**config.mk**
```make
export PLATFORM = sky130hd
export DESIGN_NAME = rv_skid_buffer
export DESIGN_NICKNAME = d
export VERILOG_FILES = /design/src/rtl/rv_pipe_pkg.sv /design/src/rtl/rv_skid_buffer_pipe_register.sv /design/src/rtl/rv_skid_buffer.sv
export SDC_FILE = /design/constraint.sdc
export NUM_CORES = 1
export LEC_CHECK = 0
export ABC_AREA = 1
export BUFFER_PORTS_ARGS = -buffer_cell sky130_fd_sc_hd__buf_2
export CAP_MARGIN = 10
export CORE_ASPECT_RATIO = 1.1
export CORE_MARGIN = 8
export CORE_UTILIZATION = 43
export CTS_CLUSTER_SIZE = 24
export DETAILED_ROUTE_END_ITERATION = 12
export HOLD_SLACK_MARGIN = 0.08
export PLACE_DENSITY = 0.82
export REMOVE_ABC_BUFFERS = 1
export SKIP_LAST_GASP = 1
export SYNTH_ARGS = -nofsm -noshare
export SYNTH_HDL_FRONTEND = slang
export SYNTH_SLANG_ARGS = --single-unit
```
**constraint.sdc**
```tcl
create_clock -name clk -period 1.51 [get_ports clk]
set_input_delay 0.151 -clock clk [delete_from_list [all_inputs] [get_ports clk]]
set_output_delay 0.151 -clock clk [all_outputs]
set_load 0.05 [all_outputs]
```
**src/rtl/rv_pipe_pkg.sv**
```systemverilog
// Shared definitions for valid/ready pipe stages: state encoding and occupancy width.
package rv_pipe_pkg;

   localparam int COUNT_W = 2;

   localparam logic [1:0] EMPTY = 2'd0;
   localparam logic [1:0] ONE   = 2'd1;
   localparam logic [1:0] FULL  = 2'd2;

   typedef enum logic [1:0] {
      S_EMPTY = EMPTY,
      S_ONE   = ONE,
      S_FULL  = FULL
   } skid_state_e;

   function automatic logic [COUNT_W-1:0] state_count(input skid_state_e st);
      case (st)
         S_ONE:   state_count = 2'd1;
         S_FULL:  state_count = 2'd2;
         default: state_count = 2'd0;
      endcase
   endfunction

endpackage

```
**src/rtl/rv_skid_buffer_pipe_register.sv**
```systemverilog
// Enabled pipe register of DEPTH stages; the low RESETW bits of every stage
// clear on synchronous active-low reset, the rest are plain data flops.
module RV_pipe_register #(
   parameter int DATAW  = 8,
   parameter int RESETW = 0,
   parameter int DEPTH  = 1
) (
   input  logic             clk,
   input  logic             reset,
   input  logic             enable,
   input  logic [DATAW-1:0] data_in,
   output logic [DATAW-1:0] data_out
);

   localparam logic [DATAW-1:0] RST_MASK =
      (RESETW == 0) ? '0 : ({DATAW{1'b1}} >> (DATAW - RESETW));

   logic [DATAW-1:0] stage_q [DEPTH];
   logic [DATAW-1:0] stage_d [DEPTH];

   always_comb begin
      for (int i = 0; i < DEPTH; i++) begin
         stage_d[i] = stage_q[i];
         if (enable) begin
            stage_d[i] = (i == 0) ? data_in : stage_q[(i == 0) ? 0 : i - 1];
         end
         // Only the reset slice is cleared; with RESETW=0 the mask is empty.
         if (!reset) begin
            stage_d[i] = stage_d[i] & ~RST_MASK;
         end
      end
   end

   always_ff @(posedge clk) begin
      for (int i = 0; i < DEPTH; i++) begin
         stage_q[i] <= stage_d[i];
      end
   end

   assign data_out = stage_q[DEPTH-1];

endmodule

```
**src/rtl/rv_skid_buffer.sv**
```systemverilog
// Two-entry valid/ready skid buffer with fully registered valid_out, data_out and ready_in.
//
// state   | meaning
// --------+---------------------------------------------------------
// S_EMPTY | nothing buffered, valid_out=0, ready_in=1
// S_ONE   | out_reg holds a payload, skid empty, ready_in=1
// S_FULL  | out_reg and skid_reg both hold payloads, ready_in=0
module rv_skid_buffer
   import rv_pipe_pkg::*;
#(
   parameter int DATAW = 8
) (
   input  logic               clk,
   input  logic               reset,
   input  logic               flush,
   input  logic               valid_in,
   output logic               ready_in,
   input  logic [DATAW-1:0]   data_in,
   output logic               valid_out,
   input  logic               ready_out,
   output logic [DATAW-1:0]   data_out,
   output logic [COUNT_W-1:0] count
);

   skid_state_e        state_q, state_d;
   logic               ready_in_q, ready_in_d;
   logic               valid_out_q, valid_out_d;
   logic [COUNT_W-1:0] count_q, count_d;

   logic               fire_in, fire_out;
   logic               load_out, load_skid, out_from_skid;
   logic [DATAW-1:0]   skid_data;
   logic [DATAW-1:0]   out_next;

   assign fire_in  = valid_in & ready_in_q;
   assign fire_out = valid_out_q & ready_out;

   always_comb begin
      state_d       = state_q;
      load_out      = 1'b0;
      load_skid     = 1'b0;
      out_from_skid = 1'b0;

      case (state_q)
         S_EMPTY: begin
            if (fire_in) begin
               load_out = 1'b1;
               state_d  = S_ONE;
            end
         end
         S_ONE: begin
            if (fire_in && fire_out) begin
               load_out = 1'b1;
            end else if (fire_in && !ready_out) begin
               load_skid = 1'b1;
               state_d   = S_FULL;
            end else if (!fire_in && fire_out) begin
               state_d = S_EMPTY;
            end
         end
         S_FULL: begin
            if (ready_out) begin
               load_out      = 1'b1;
               out_from_skid = 1'b1;
               state_d       = S_ONE;
            end
         end
         default: state_d = S_EMPTY;
      endcase

      // Flush completes any coincident handshake but drops the payload.
      if (flush) begin
         state_d   = S_EMPTY;
         load_out  = 1'b0;
         load_skid = 1'b0;
      end

      ready_in_d  = (state_d != S_FULL);
      valid_out_d = (state_d != S_EMPTY);
      count_d     = state_count(state_d);

      if (!reset) begin
         state_d     = S_EMPTY;
         ready_in_d  = 1'b0;
         valid_out_d = 1'b0;
         count_d     = '0;
      end
   end

   always_ff @(posedge clk) begin
      state_q     <= state_d;
      ready_in_q  <= ready_in_d;
      valid_out_q <= valid_out_d;
      count_q     <= count_d;
   end

   assign out_next = out_from_skid ? skid_data : data_in;

   RV_pipe_register #(
      .DATAW  (DATAW),
      .RESETW (0),
      .DEPTH  (1)
   ) u_out_reg (
      .clk      (clk),
      .reset    (1'b1),
      .enable   (load_out),
      .data_in  (out_next),
      .data_out (data_out)
   );

   RV_pipe_register #(
      .DATAW  (DATAW),
      .RESETW (0),
      .DEPTH  (1)
   ) u_skid_reg (
      .clk      (clk),
      .reset    (1'b1),
      .enable   (load_skid),
      .data_in  (data_in),
      .data_out (skid_data)
   );

   assign ready_in  = ready_in_q;
   assign valid_out = valid_out_q;
   assign count     = count_q;

endmodule

```
==> impl_metrics.json <==
{
  "pre_cts_ws_ns": 0.173,
  "io_buffers": 24,
  "report.final.slew_viol_count": 0,
  "start_util": 0.435,
  "synth_mux_area_frac": 0.107,
  "die-area_um2": 3630,
  "seq_area_frac_synth": 0.713,
  "synthAdderAreaFrac": 0,
  "syn2layout_area_growth_pct": 34.9,
  "fin_crit_ns": 1.35,
  "p_seq_frac": 0.642,
  "synth_seq_cells": 22,
  "yosys-top-cells-area": "edfxtp_1, dfxtp_1, mux2_2, inv_1, nand2_1",
  "cts_hold_buf": 9,
  "r2r-start": "state_q[1]",
  "cts_buffer_depth": 2,
  "min-delay-start": "flush",
  "async_flop_share": 0,
  "synth-xor-area-share": 0,
  "core_area_um2": 1940,
  "first_global_vias": 610,
  "switching_share": 0.223,
  "synth_edf_count": 16,
  "synth_top_family_by_area": "simple AND/OR/NAND/NOR gates",
  "gr-usage-all-layers": 0.0878,
  "remaining_drc_errors": 0,
  "p_comb_frac": 0.113,
  "num_rows": 17,
  "synthMostInstantiatedCell": "edfxtp_1",
  "cts_made_buffers": 3,
  "min_path_type": "primary input to flip-flop",
  "htree_levels": 1,
  "drt-initial-drc-count": 13,
  "hpwl_um": 1190,
  "synth_compound_area_frac": 0.0163,
  "routed-via-count": 582,
  "whs_ns": 0.167,
  "synth_flop_cell": "edfxtp_1",
  "grt_overflow_total": 0,
  "powerDensity_nw_per_um2": 909,
  "syn_area_per_cell_um2": 13.8,
  "pwr-share-clk": 0.245,
  "fmax_ghz": 0.741,
  "stdcell_area_um2": 1140,
  "grt_pass1_wl_um": 2620,
  "setup_viol": 0,
  "wire_per_inst_um": 11.8,
  "multi_input_area_um2": 204,
  "antenna_found_initial": 0,
  "worstPathMaxFanout": 9,
  "vdd_drop_max_mv": 0.498,
  "regToRegSetupSlack_ns": 0.16,
  "yosys.area.top_type": "edfxtp_1",
  "n_antenna_cell": 0,
  "reg2reg_depth": 5,
  "clk_latency_ns": 0.29,
  "gp_congestion": 0.849,
  "finalHoldViolCount": 0,
  "finalCritPeriodShare": 0.893,
  "status": "complete, no violations",
  "syn_inst": 61,
  "synth_common_cells": "edfxtp_1, inv_1, nand2_1",
  "p_sw_w": 0.000230,
  "drive_above_1_share": 0.426,
  "synth_top_area_share": 0.571,
  "clk_pin_slew_ns": 0.11,
  "skew_ns": 0.00146,
  "holdPathStages": 4,
  "die_h_um": 62.4,
  "cts_setup_buffers": 0,
  "antenna_left": 0,
  "p_int_w": 0.000803,
  "place_area_um2": 1020,
  "slew_headroom": 0.832,
  "power_w": 0.00103,
  "layout.area.seq_um2": 601,
  "die_w_um": 58.2,
  "fin_setup_tns_ns": 0,
  "cts_root_buf": "clkbuf_4",
  "wl_um": 1520,
  "path_class": "flip-flop to flip-flop",
  "drt_first_pass_iters": 4,
  "crit_path_end_kind": "flip-flop",
  "tritoncts": "built",
  "rsz0062_at_grt": "no",
  "synth.distinct_cells": 14,
  "whs_endpoint": "state_q[0]",
  "fill_cells": 160,
  "max_cap_violations": 0,
  "nets": 115,
  "cp.arrival_ns": 1.36,
  "yosys.area_share.simple": 0.119,
  "worst_ep_required_time_ns": 1.52,
  "worstMarginPinSlew_ns": 0.254,
  "grt_max_degree": 13,
  "synth_area_um2": 842,
  "fin_ws_ns": 0.161,
  "leakage_nw": 0.505,
  "vias_per_cell": 4.51,
  "clkSinkCount": 22,
  "reg2reg_to": "u_out_reg.stage_q[0][7]",
  "start_kind": "flip-flop",
  "yosysWarnings": 0,
  "num_io_pins": 25,
  "post_cts_resized": 0
}
-- routing by layer --
layer  vias to the layer above  GRT usage  wire, um
met2                        20      0.133       694
li1                        289          -         -
met5                         -          0         0
met4                         0     0.0245         0
met3                         0     0.0412       160
met1                       273      0.108       667
-- layout by cell type, fill, tap and decap left out --
cell,count
a21oi_1,1
a21oi_2,1
buf_2,24
buf_4,3
clkbuf_4,3
clkinv_1,1
dfxtp_1,6
dlygate4sd3_1,9
edfxtp_1,16
inv_1,9
inv_2,1
mux2_2,8
nand2_1,9
nand3_1,3
nand3_2,1
nand3_4,1
nand4_1,1
nor2_1,3
nor2_2,1
-- power groups by stage --
stage | Combinational (W) | Clock, W | Sequential, W
2_1_floorplan | 0.0000277 | 0 | 0.000712
3_3_place_gp | 0.0000972 | 0 | 0.000677
3_5_place_dp | 0.0000999 | 0 | 0.000677
4_1_cts | 0.000118 | 0.000272 | 0.000664
5_1_grt | 0.000126 | 0.000291 | 0.000665
6_report | 0.000117 | 0.000253 | 0.000663
-- sequential cells by signal, indices dropped and copies added, names as in the netlist --
| signal | flops |
|---|---|
| state_q | 2 |
| valid_out | 1 |
| u_skid_reg.stage_q | 8 |
| ready_in | 1 |
| u_out_reg.stage_q | 8 |
| count | 2 |
-- worst max path at each step --
| stage | start | end | slack [ns] | cells after the start |
|---|---|---|---|---|
| 3_3_place_gp | state_q[1] | u_out_reg.stage_q[0][2] | 0.20 | 5 |
| 2_1_floorplan | ready_in | u_out_reg.stage_q[0][0] | -0.32 | 6 |
| 5_1_grt | state_q[1] | u_out_reg.stage_q[0][7] | 0.05 | 5 |
| 4_1_cts | state_q[1] | u_out_reg.stage_q[0][3] | 0.15 | 5 |
| 6_report | state_q[1] | u_out_reg.stage_q[0][7] | 0.16 | 5 |
| 3_5_place_dp | state_q[1] | u_out_reg.stage_q[0][1] | 0.17 | 5 |
-- critical path, stage by stage (launching register included) --
cell	delay, ns
dfxtp_1	0.44
nand3_4	0.16
nand2_1	0.10
inv_1	0.05
a21oi_1	0.14
buf_4	0.19
-- cells by family after synthesis --
logic type             count (synthesis)
AOI/OAI and AO/OA                      2
buffers and inverters                 10
muxes                                  8
and+or+nand+nor                       19
DFF                                   22
-- area by class of cell --
cell class              instances  area share
multi-input cells              29       0.180
well taps                      28      0.0308
inverters                      10      0.0330
clock inverters                 1     0.00330
clock buffers                   3      0.0198
repair buffers                 36       0.205
flip-flops and latches         22       0.529
-- per-stage QoR --
stage,cells,util
detailed placement,116,0.527
CTS,129,0.587
global route,129,0.587
floorplan,61,-
finish,129,0.587
global placement,116,0.527
(Power assumes the default switching activity.)
